==> src/rtl/soc_decode_bb_pipe_if.sv <==
// Master-side Blackbone bus between a CPU data port and soc_decode_bb_pipe.
//   master modport : drives addr/din/sel/en/we, receives ready/ack/err/dout
//   slave  modport : the decoder side of the same bus
// Signals:
//   addr  [ADDR_WIDTH]   access address
//   din   [DATA_WIDTH]   write data
//   sel   [DATA_WIDTH/8] byte selects
//   en    1              request
//   we    1              1=write, 0=read
//   ready 1              decoder can accept a request
//   ack   1              one-cycle completion pulse
//   err   1              one-cycle failure pulse
//   dout  [DATA_WIDTH]   read data, valid with ack
interface soc_decode_bb_pipe_if #(
  parameter int ADDR_WIDTH = 32,
  parameter int DATA_WIDTH = 32
);
  logic [ADDR_WIDTH-1:0]   addr;
  logic [DATA_WIDTH-1:0]   din;
  logic [DATA_WIDTH/8-1:0] sel;
  logic                    en;
  logic                    we;
  logic                    ready;
  logic                    ack;
  logic                    err;
  logic [DATA_WIDTH-1:0]   dout;

  modport master (
    output addr, din, sel, en, we,
    input  ready, ack, err, dout
  );

  modport slave (
    input  addr, din, sel, en, we,
    output ready, ack, err, dout
  );
endinterface

==> src/rtl/soc_decode_bb_pipe.sv <==
// Registered Blackbone address decoder: one master, SLAVES slaves.
// An accepted access is latched and held on exactly one slave until that slave
// acknowledges it; decode errors (no match / multiple match) and, optionally,
// slave timeouts are reported to the master as a one-cycle err pulse.
// Optional feature macro: SOC_DECODE_BB_TIMEOUT_EN (adds the ACCESS timeout counter).
// Ports:
//   clk_i, rst_ni  clock, asynchronous active-low reset
//   m_bus          master bus (soc_decode_bb_pipe_if.slave)
//   err_addr_o     address of the last failed access (sticky)
//   err_code_o     00 none, 01 no match, 10 multiple match, 11 timeout (sticky)
//   s_addr_o, s_din_o, s_sel_o, s_we_o  latched access fields, replicated per slave
//   s_en_o         per-slave request, at most one bit high
//   s_ack_i        per-slave completion, read data valid in the same cycle
//   s_dout_i       per-slave read data
module soc_decode_bb_pipe #(
  parameter int                           SLAVES         = 4,
  parameter int                           DATA_WIDTH     = 32,
  parameter int                           ADDR_WIDTH     = 32,
  parameter logic [SLAVES-1:0]            S_ENABLE       = {SLAVES{1'b1}},
  parameter logic [SLAVES*8-1:0]          S_RANGE_WIDTH  = {SLAVES{8'd1}},
  parameter logic [SLAVES*ADDR_WIDTH-1:0] S_RANGE_MATCH  = {(SLAVES*ADDR_WIDTH){1'b0}},
  parameter int                           TIMEOUT_CYCLES = 255
) (
  input  logic                           clk_i,
  input  logic                           rst_ni,
  soc_decode_bb_pipe_if.slave            m_bus,
  output logic [ADDR_WIDTH-1:0]          err_addr_o,
  output logic [1:0]                     err_code_o,
  output logic [SLAVES*ADDR_WIDTH-1:0]   s_addr_o,
  output logic [SLAVES*DATA_WIDTH-1:0]   s_din_o,
  output logic [SLAVES*DATA_WIDTH/8-1:0] s_sel_o,
  output logic [SLAVES-1:0]              s_we_o,
  output logic [SLAVES-1:0]              s_en_o,
  input  logic [SLAVES-1:0]              s_ack_i,
  input  logic [SLAVES*DATA_WIDTH-1:0]   s_dout_i
);
  localparam int SEL_WIDTH = DATA_WIDTH / 8;

  typedef enum logic [0:0] {ST_IDLE = 1'b0, ST_ACCESS = 1'b1} state_e;

  // Elaboration-time parameter sanity checks
  if (SLAVES < 1 || SLAVES > 16) begin : g_bad_slaves
    $error("soc_decode_bb_pipe: SLAVES must be 1..16");
  end
  if (DATA_WIDTH % 8 != 0) begin : g_bad_dw
    $error("soc_decode_bb_pipe: DATA_WIDTH must be a multiple of 8");
  end
  if (TIMEOUT_CYCLES < 2) begin : g_bad_timeout
    $error("soc_decode_bb_pipe: TIMEOUT_CYCLES must be >= 2");
  end

  state_e                  state_q, state_d;
  logic                    ready_q, ready_d;
  logic                    ack_q, ack_d;
  logic                    err_q, err_d;
  logic [DATA_WIDTH-1:0]   dout_q, dout_d;
  logic [ADDR_WIDTH-1:0]   err_addr_q, err_addr_d;
  logic [1:0]              err_code_q, err_code_d;
  logic [ADDR_WIDTH-1:0]   addr_q, addr_d;
  logic [DATA_WIDTH-1:0]   din_q, din_d;
  logic [SEL_WIDTH-1:0]    sel_q, sel_d;
  logic                    we_q, we_d;
  logic [SLAVES-1:0]       s_en_q, s_en_d;

  logic [SLAVES-1:0]       match_s;
  logic                    any_s, multi_s, ack_hit_s;
  logic [DATA_WIDTH-1:0]   rdata_s;

`ifdef SOC_DECODE_BB_TIMEOUT_EN
  localparam int CNT_W = (TIMEOUT_CYCLES < 256) ? 8 : 16;
  localparam logic [CNT_W-1:0] TO_LAST = CNT_W'(TIMEOUT_CYCLES - 1);
  logic [CNT_W-1:0] cnt_q, cnt_d;
`endif

  // Range compare: slave k matches when its top RW address bits equal its match value
  for (genvar k = 0; k < SLAVES; k++) begin : g_dec
    localparam int RW = int'(S_RANGE_WIDTH[k*8 +: 8]);
    localparam logic [ADDR_WIDTH-1:0] MV = S_RANGE_MATCH[k*ADDR_WIDTH +: ADDR_WIDTH];
    assign match_s[k] = S_ENABLE[k] & ((m_bus.addr >> (ADDR_WIDTH - RW)) == MV);
  end

  // Match classification, selected-slave ack and read-data mux (s_en_q is one-hot)
  always_comb begin
    any_s   = 1'b0;
    multi_s = 1'b0;
    rdata_s = {DATA_WIDTH{1'b0}};
    for (int k = 0; k < SLAVES; k++) begin
      multi_s = multi_s | (any_s & match_s[k]);
      any_s   = any_s | match_s[k];
      rdata_s = rdata_s | (s_dout_i[k*DATA_WIDTH +: DATA_WIDTH] & {DATA_WIDTH{s_en_q[k]}});
    end
    ack_hit_s = |(s_ack_i & s_en_q);
  end

  // Next-state and next-output computation of the decode FSM
  always_comb begin
    state_d    = state_q;
    ack_d      = 1'b0;
    err_d      = 1'b0;
    dout_d     = {DATA_WIDTH{1'b0}};
    err_addr_d = err_addr_q;
    err_code_d = err_code_q;
    addr_d     = addr_q;
    din_d      = din_q;
    sel_d      = sel_q;
    we_d       = we_q;
    s_en_d     = s_en_q;
`ifdef SOC_DECODE_BB_TIMEOUT_EN
    cnt_d      = cnt_q;
`endif
    case (state_q)
      ST_IDLE: begin
        if (m_bus.en && ready_q) begin
          if (any_s && !multi_s) begin
            addr_d  = m_bus.addr;
            din_d   = m_bus.din;
            sel_d   = m_bus.sel;
            we_d    = m_bus.we;
            s_en_d  = match_s;
            state_d = ST_ACCESS;
`ifdef SOC_DECODE_BB_TIMEOUT_EN
            cnt_d   = {CNT_W{1'b0}};
`endif
          end else begin
            err_d      = 1'b1;
            err_addr_d = m_bus.addr;
            err_code_d = any_s ? 2'b10 : 2'b01;
          end
        end else begin
          state_d = ST_IDLE;
        end
      end
      ST_ACCESS: begin
        if (ack_hit_s) begin
          // Ack is checked first so an ack in the terminal cycle beats the timeout
          s_en_d  = {SLAVES{1'b0}};
          ack_d   = 1'b1;
          dout_d  = we_q ? {DATA_WIDTH{1'b0}} : rdata_s;
          state_d = ST_IDLE;
        end else begin
`ifdef SOC_DECODE_BB_TIMEOUT_EN
          if (cnt_q == TO_LAST) begin
            s_en_d     = {SLAVES{1'b0}};
            err_d      = 1'b1;
            err_addr_d = addr_q;
            err_code_d = 2'b11;
            state_d    = ST_IDLE;
          end else begin
            cnt_d = cnt_q + {{(CNT_W-1){1'b0}}, 1'b1};
          end
`else
          state_d = ST_ACCESS;
`endif
        end
      end
      default: begin
        state_d = ST_IDLE;
        s_en_d  = {SLAVES{1'b0}};
      end
    endcase
    ready_d = (state_d == ST_IDLE);
  end

  // State and output registers; async reset aborts any access in flight
  always_ff @(posedge clk_i or negedge rst_ni) begin
    if (!rst_ni) begin
      state_q    <= ST_IDLE;
      ready_q    <= 1'b1;
      ack_q      <= 1'b0;
      err_q      <= 1'b0;
      dout_q     <= {DATA_WIDTH{1'b0}};
      err_addr_q <= {ADDR_WIDTH{1'b0}};
      err_code_q <= 2'b00;
      addr_q     <= {ADDR_WIDTH{1'b0}};
      din_q      <= {DATA_WIDTH{1'b0}};
      sel_q      <= {SEL_WIDTH{1'b0}};
      we_q       <= 1'b0;
      s_en_q     <= {SLAVES{1'b0}};
    end else begin
      state_q    <= state_d;
      ready_q    <= ready_d;
      ack_q      <= ack_d;
      err_q      <= err_d;
      dout_q     <= dout_d;
      err_addr_q <= err_addr_d;
      err_code_q <= err_code_d;
      addr_q     <= addr_d;
      din_q      <= din_d;
      sel_q      <= sel_d;
      we_q       <= we_d;
      s_en_q     <= s_en_d;
    end
  end

`ifdef SOC_DECODE_BB_TIMEOUT_EN
  // ACCESS cycle counter for the slave timeout
  always_ff @(posedge clk_i or negedge rst_ni) begin
    if (!rst_ni) begin
      cnt_q <= {CNT_W{1'b0}};
    end else begin
      cnt_q <= cnt_d;
    end
  end
`endif

  assign m_bus.ready = ready_q;
  assign m_bus.ack   = ack_q;
  assign m_bus.err   = err_q;
  assign m_bus.dout  = dout_q;
  assign err_addr_o  = err_addr_q;
  assign err_code_o  = err_code_q;
  assign s_addr_o    = {SLAVES{addr_q}};
  assign s_din_o     = {SLAVES{din_q}};
  assign s_sel_o     = {SLAVES{sel_q}};
  assign s_we_o      = {SLAVES{we_q}};
  assign s_en_o      = s_en_q;
endmodule

==> src/flat_wrapper.sv <==
// flat-port wrapper written by rule: the top's interface ports become plain ports
module soc_decode_bb_pipe_flat 
#(
  parameter int                           SLAVES         = 4,
  parameter int                           DATA_WIDTH     = 32,
  parameter int                           ADDR_WIDTH     = 32,
  parameter logic [SLAVES-1:0]            S_ENABLE       = {SLAVES{1'b1}},
  parameter logic [SLAVES*8-1:0]          S_RANGE_WIDTH  = {SLAVES{8'd1}},
  parameter logic [SLAVES*ADDR_WIDTH-1:0] S_RANGE_MATCH  = {(SLAVES*ADDR_WIDTH){1'b0}},
  parameter int                           TIMEOUT_CYCLES = 255
)
  (clk_i, rst_ni, err_addr_o, err_code_o, s_addr_o, s_din_o, s_sel_o, s_we_o, s_en_o, s_ack_i, s_dout_i, m_bus_addr, m_bus_din, m_bus_sel, m_bus_en, m_bus_we, m_bus_ready, m_bus_ack, m_bus_err, m_bus_dout);
  soc_decode_bb_pipe_if #(.ADDR_WIDTH(ADDR_WIDTH), .DATA_WIDTH(DATA_WIDTH)) m_bus_i ();
  input  logic clk_i;
  input  logic rst_ni;
  output logic [ADDR_WIDTH-1:0] err_addr_o;
  output logic [1:0] err_code_o;
  output logic [SLAVES*ADDR_WIDTH-1:0] s_addr_o;
  output logic [SLAVES*DATA_WIDTH-1:0] s_din_o;
  output logic [SLAVES*DATA_WIDTH/8-1:0] s_sel_o;
  output logic [SLAVES-1:0] s_we_o;
  output logic [SLAVES-1:0] s_en_o;
  input  logic [SLAVES-1:0] s_ack_i;
  input  logic [SLAVES*DATA_WIDTH-1:0] s_dout_i;
  input wire logic [$bits(m_bus_i.addr)-1:0] m_bus_addr;
  input wire logic [$bits(m_bus_i.din)-1:0] m_bus_din;
  input wire logic [$bits(m_bus_i.sel)-1:0] m_bus_sel;
  input wire logic [$bits(m_bus_i.en)-1:0] m_bus_en;
  input wire logic [$bits(m_bus_i.we)-1:0] m_bus_we;
  output wire logic [$bits(m_bus_i.ready)-1:0] m_bus_ready;
  output wire logic [$bits(m_bus_i.ack)-1:0] m_bus_ack;
  output wire logic [$bits(m_bus_i.err)-1:0] m_bus_err;
  output wire logic [$bits(m_bus_i.dout)-1:0] m_bus_dout;
  assign m_bus_i.addr = m_bus_addr;
  assign m_bus_i.din = m_bus_din;
  assign m_bus_i.sel = m_bus_sel;
  assign m_bus_i.en = m_bus_en;
  assign m_bus_i.we = m_bus_we;
  assign m_bus_ready = m_bus_i.ready;
  assign m_bus_ack = m_bus_i.ack;
  assign m_bus_err = m_bus_i.err;
  assign m_bus_dout = m_bus_i.dout;
  soc_decode_bb_pipe #(.SLAVES(SLAVES), .DATA_WIDTH(DATA_WIDTH), .ADDR_WIDTH(ADDR_WIDTH), .S_ENABLE(S_ENABLE), .S_RANGE_WIDTH(S_RANGE_WIDTH), .S_RANGE_MATCH(S_RANGE_MATCH), .TIMEOUT_CYCLES(TIMEOUT_CYCLES)) u_core (.clk_i(clk_i), .rst_ni(rst_ni), .m_bus(m_bus_i), .err_addr_o(err_addr_o), .err_code_o(err_code_o), .s_addr_o(s_addr_o), .s_din_o(s_din_o), .s_sel_o(s_sel_o), .s_we_o(s_we_o), .s_en_o(s_en_o), .s_ack_i(s_ack_i), .s_dout_i(s_dout_i));
endmodule
==> config.mk <==
export PLATFORM = sky130hd
export DESIGN_NAME = soc_decode_bb_pipe_flat
export DESIGN_NICKNAME = d
export VERILOG_FILES = /design/src/rtl/soc_decode_bb_pipe_if.sv /design/src/rtl/soc_decode_bb_pipe.sv /design/src/flat_wrapper.sv
export SDC_FILE = /design/constraint.sdc
export NUM_CORES = 1
export LEC_CHECK = 0
export ABC_AREA = 1
export CORE_AREA = 2 2 216 218
export CTS_CLUSTER_SIZE = 14
export DETAILED_ROUTE_END_ITERATION = 10
export DIE_AREA = 0 0 218 220
export DONT_BUFFER_PORTS = 1
export HOLD_SLACK_MARGIN = 0.15
export PLACE_DENSITY_LB_ADDON = 0.08
export SETUP_SLACK_MARGIN = 0.5
export SLEW_MARGIN = 20
export SYNTH_ARGS = -nofsm -noshare
export SYNTH_HDL_FRONTEND = slang
export SYNTH_SLANG_ARGS = --single-unit
==> constraint.sdc <==
create_clock -name clk_i -period 0.8 [get_ports clk_i]
set_input_delay 0.16 -clock clk_i [delete_from_list [all_inputs] [get_ports clk_i]]
set_output_delay 0.16 -clock clk_i [all_outputs]
set_load 0.01 [all_outputs]
After elaboration in Yosys (flattened, before gate mapping)
Index checks and enable logic that the tools add are counted.
{"block": "word_totals", "reg_bits": 74, "output_inout_bits": 349}
{"block": "classes", "n_eq_ne": 1, "bitwise": 10, "n_reduce_logical": 5, "mux": 11}
{"operator": "$and A32 B32 Y32", "count": 4}
{"operator": "$or A32 B32 Y32", "count": 3}
{"operator": "$mux W32", "count": 2}
{"operator": "$logic_not A32 Y1", "count": 1}
{"operator": "$mux W4", "count": 2}
{"operator": "$mux W1", "count": 5}
{"operator": "$and A4 B4 Y4", "count": 1}
{"operator": "$reduce_and A2 Y1", "count": 2}
{"operator": "$reduce_or A4 Y1", "count": 1}
{"operator": "$mux W2", "count": 1}
{"operator": "$ne A2 B2 Y1 const B", "count": 1}
{"operator": "$not A1 Y1", "count": 2}
{"operator": "$pmux W1 S2", "count": 1}
{"operator": "$logic_and A1 B1 Y1", "count": 1}

Longest topological paths before layout
{"block": "logic_depth", "word_depth": 6, "mapped_depth": 5, "mapped_depth_nobuf": 3}

Worst setup path after synthesis
OpenSTA, ideal clock, no wires.
{"block": "synth_path", "kind": "reg2out", "from": "register u_core.err_code_q[0], in the netlist u_core.err_code_o[0]", "to": "output port err_code_o[0]", "setup_slack_ps": 88, "path_buffers": 1, "arrival_ps": 552, "stages_incl_launch_ff": 2, "cell_sequence": "dfrtp_1 > buf_4"}
{"element": "start, declared", "line_no": "soc_decode_bb_pipe.sv:58", "rtl": "logic [1:0] err_code_q, err_code_d;"}
{"element": "start signal, assigned", "line_no": "soc_decode_bb_pipe.sv:186", "rtl": "err_code_q <= err_code_d;"}
{"element": "end, declared", "line_no": "flat_wrapper.sv:17", "rtl": "output logic [1:0] err_code_o;"}
No word-level cell between the ends.

Final worst setup path
{"block": "layout_path", "from": "register u_core.err_addr_q[18], in the netlist u_core.err_addr_o[18]", "to": "output port err_addr_o[18]"}
{"element": "start, declared", "line_no": "soc_decode_bb_pipe.sv:57", "rtl": "logic [ADDR_WIDTH-1:0] err_addr_q, err_addr_d;"}
{"element": "start signal, assigned", "line_no": "soc_decode_bb_pipe.sv:172", "rtl": "err_addr_q <= {ADDR_WIDTH{1'b0}};"}
{"element": "start signal, assigned", "line_no": "soc_decode_bb_pipe.sv:185", "rtl": "err_addr_q <= err_addr_d;"}
{"element": "end, declared", "line_no": "flat_wrapper.sv:16", "rtl": "output logic [ADDR_WIDTH-1:0] err_addr_o;"}
No word-level cell between the ends.

==> flow_results.org <==
** Worst setup path
- In this run the number of cells on the critical path is 1.
- Type of the worst setup path :: flip-flop to primary output
- Bufs and invs on worst path :: 1
- The slowest stage of the critical path is the sky130_fd_sc_hd__dfrtp_1 cell.
- Of all nets on the critical path, the largest fanout is 2.
- Critical path capture point type :: primary output
- The worst setup path is launched from a flip-flop.
- R2r worst-path depth :: 4
- CP delay by family, top :: flip-flops
- Critical path arrival :: 860 ps
- On the worst path, the slowest cell contributes a delay of 420 ps.
- Worst-path cell chain :: buf_12
- STA puts the critical path data required time at 640 ps.

** Global routing
- Overall fraction of global-route tracks in use :: 0.0297
- Maximum number of pins on one net before global-route repair :: 36
- The number of global-route vias before repair is 1248.
- After global routing the overflow that remains totals 0.
- Number of antenna violations at the first check in global routing :: 0
- Global-route wire length before repair :: 9490 um

** Synth
- Number of warning messages in the yosys log :: 0
- Mean area per synthesized cell :: 8.07 um2
- Gate count after technology mapping :: 459
- Summing every instance area after synthesis gives 3710 um2.
- Netlist cell types :: 9
- Sequential share of the synthesized area :: 0.230
- #FFs+latches synth :: 34

** Clocking
- Clock latency on the worst-skew pair :: 300 ps
- In this run, CTS created clock tree buffers numbering 5.
- The cell sitting at the root of the clock tree is a sky130_fd_sc_hd__clkbuf_16.
- After clock tree synthesis, the clock-pin slew on the worst setup and hold paths is 70 ps.
- Clock tree from TritonCTS :: done
- Number of buffers between clock root and the deepest sink :: 2
- Sinks on the clock net :: 34
- Number of H-tree levels :: 2

** Final layout
- Filler cell count :: 5427
- Number of nets at the end of the flow :: 667
- In the layout the commonest cells are sky130_fd_sc_hd__conb_1 (314), sky130_fd_sc_hd__nand2_1 (86), sky130_fd_sc_hd__dfrtp_1 (30).
- Area delta synth->final :: -6.11%
- The multi-input combinational cells in the finished layout cover a total of 1580 um2.
- For this run, the share of the core covered by cells in the final layout is 0.0759.
- Most frequent standard cell in the layout excluding fill and tap cells :: sky130_fd_sc_hd__conb_1
- The repair_antennas step left the layout with diodes totalling 0.
- Register cell area after layout :: 856 um2
- Fraction of final layout cells with drive strength greater than 1 :: 0.0690
- Post-Layout Inst Area :: 3480 um2

** Detailed routing
- Routed WL per cell :: 7.37 um
- The first detailed-routing pass ran for 4 iterations.
- The detailed router finished its first iteration with 22 violations.
- Number of remaining DRC errors :: 0
- The final layout contains routed wiring with a total length of 7900 um.
- Via count :: 1710
- In the routed layout, each cell is associated on average with a via count of 1.60.
- The detail route stage leaves a number of antenna-violating nets equal to 0.

** Pwr
- Total power for the finished layout comes to 5.24 mW.
- In this run the power density over the cells is 1500 nW/um2.
- VDD IR max :: 0.624 mV
- The share of total power dissipated in the clock network is 0.416.
- Switching power total :: 1.97 mW
- Power share of the sequential group :: 0.397
- In this run the static leakage power is 1.86 nW.
- Internal Dissipation :: 3.27 mW
- Share of total power in combinational logic :: 0.187
- Of the total power, the share spent switching nets is 0.376.

** STA
- Tmin final :: 1020 ps
- Post-route setup TNS :: -3400 ps
- Share of the clock period used by the worst path :: 1.27
- Static timing analysis puts the maximum clock frequency at 0.982 GHz.
- The clock arrives with 0 ps of skew.
- Fin. max-slew vios :: 0
- Final-report setup violation count :: 36
- Worst Setup Slack, final :: -219 ps
- The final-report hold violation count is 66.
- Across all hold checks on the routed design, the worst slack comes to -448 ps.
- RSZ-0062 raised after global routing :: true

** Job
- Max-Cap Viols :: 0

** Floorplan
- The floorplan step defined a die boundary enclosing 48000 um2.
- The initialized floorplan defines 79 standard-cell rows.
- Measured along the y axis, the die boundary spans 220 um.
- Initial Utilization :: 0.0808
- In this run the count of I/O pins placed on the die edge is 553.
- The floorplan step defined a core boundary enclosing 45900 um2.
- Die width :: 218 um

** Worst hold path
- The tightest min-delay check is of the input port to async pin type.

** Placed design
- HPWL after DPL :: 5970 um
- In this run the tool buffered the top-level ports with 0 buffer cells.
- The congestion estimate from routability-driven global placement came to 0.569.
- After detailed placement, the total cell area comes to 3300 um2.
- Prior to clock tree synthesis, the placed netlist has a worst setup slack of 77.5 ps.

** Status
- Violations in the final reports :: hold timing, setup timing
- Result of the run :: finished, violations left
metrics by stage:
| step | cells | hold WS (ps) |
|---|---|---|
| floorplan | 771 | -136 |
| global placement | 1061 | -134 |
| detailed placement | 1061 | -134 |
| CTS | 1070 | -480 |
| global route | 1071 | -481 |
| finish | 1071 | -448 |
kinds of logic after synthesis:
logic type | synth area share
buffers and inverters | 0.661
DFF | 0.230
other | 0.00203
and+or+nand+nor | 0.107
flip-flops by register name (all words and copies together) (netlist names):
signal,cells
u_core.m_bus.err,1
u_core.err_code_o,2
u_core.err_addr_o,31
cell type report:
cell class | instances | share of cell area
multi-input combinational | 413 | 0.455
timing repair buffer | 7 | 0.0342
inverter | 2 | 0.00431
clock inverter | 1 | 0.00144
sequential | 34 | 0.246
clock buffer | 7 | 0.0410
tap | 607 | 0.218
synthesized netlist by cell type, drive strengths merged:
master  instances  area, um2
conb            2       7.51
nand2          99        397
buf           322       2440
inv             2       15.0
dfrtp          34        851
power groups by stage:
stage | sequential (mW) | combinational, mW | clock [mW]
after CTS | 2.09 | 0.937 | 2.46
after global routing | 2.10 | 1.13 | 2.50
final | 2.08 | 0.980 | 2.18
after detailed placement | 2.12 | 0.934 | 0
after global placement | 2.13 | 0.938 | 0
after floorplan | 2.06 | 2.02 | 0
repair_timing:
item,4_1_cts,5_1_grt
setup endpoints to repair,68,68
hold endpoints to repair,68,68
buffers inserted,1,1
gates resized for setup,1,7
pin swaps,30,2
worst paths after layout:
kind | slack (ps) | end | start
worst max-delay path | -220 | err_addr_o[18] | u_core.err_addr_o[18]
worst max register to register | -60 | u_core.err_addr_o[18] | u_core.err_addr_o[18]
min in group clk_i | -110 | u_core.m_bus.err | m_bus_en
max in group asynchronous | 1130 | u_core.err_addr_o[19] | rst_ni
worst min register to register | 520 | u_core.err_addr_o[22] | u_core.err_addr_o[22]
worst min-delay path | -450 | u_core.err_code_o[0] | rst_ni
routing by layer:
| layer | wire length [um] | vias up | global-route usage |
|---|---|---|---|
| met4 | 123 | 0 | 0.0122 |
| li1 | - | 749 | - |
| met2 | 4030 | 193 | 0.0493 |
| met3 | 1240 | 8 | 0.0193 |
| met5 | 0 | - | 0 |
| met1 | 2500 | 760 | 0.0293 |
No activity file was read; power rests on OpenSTA's default activity.
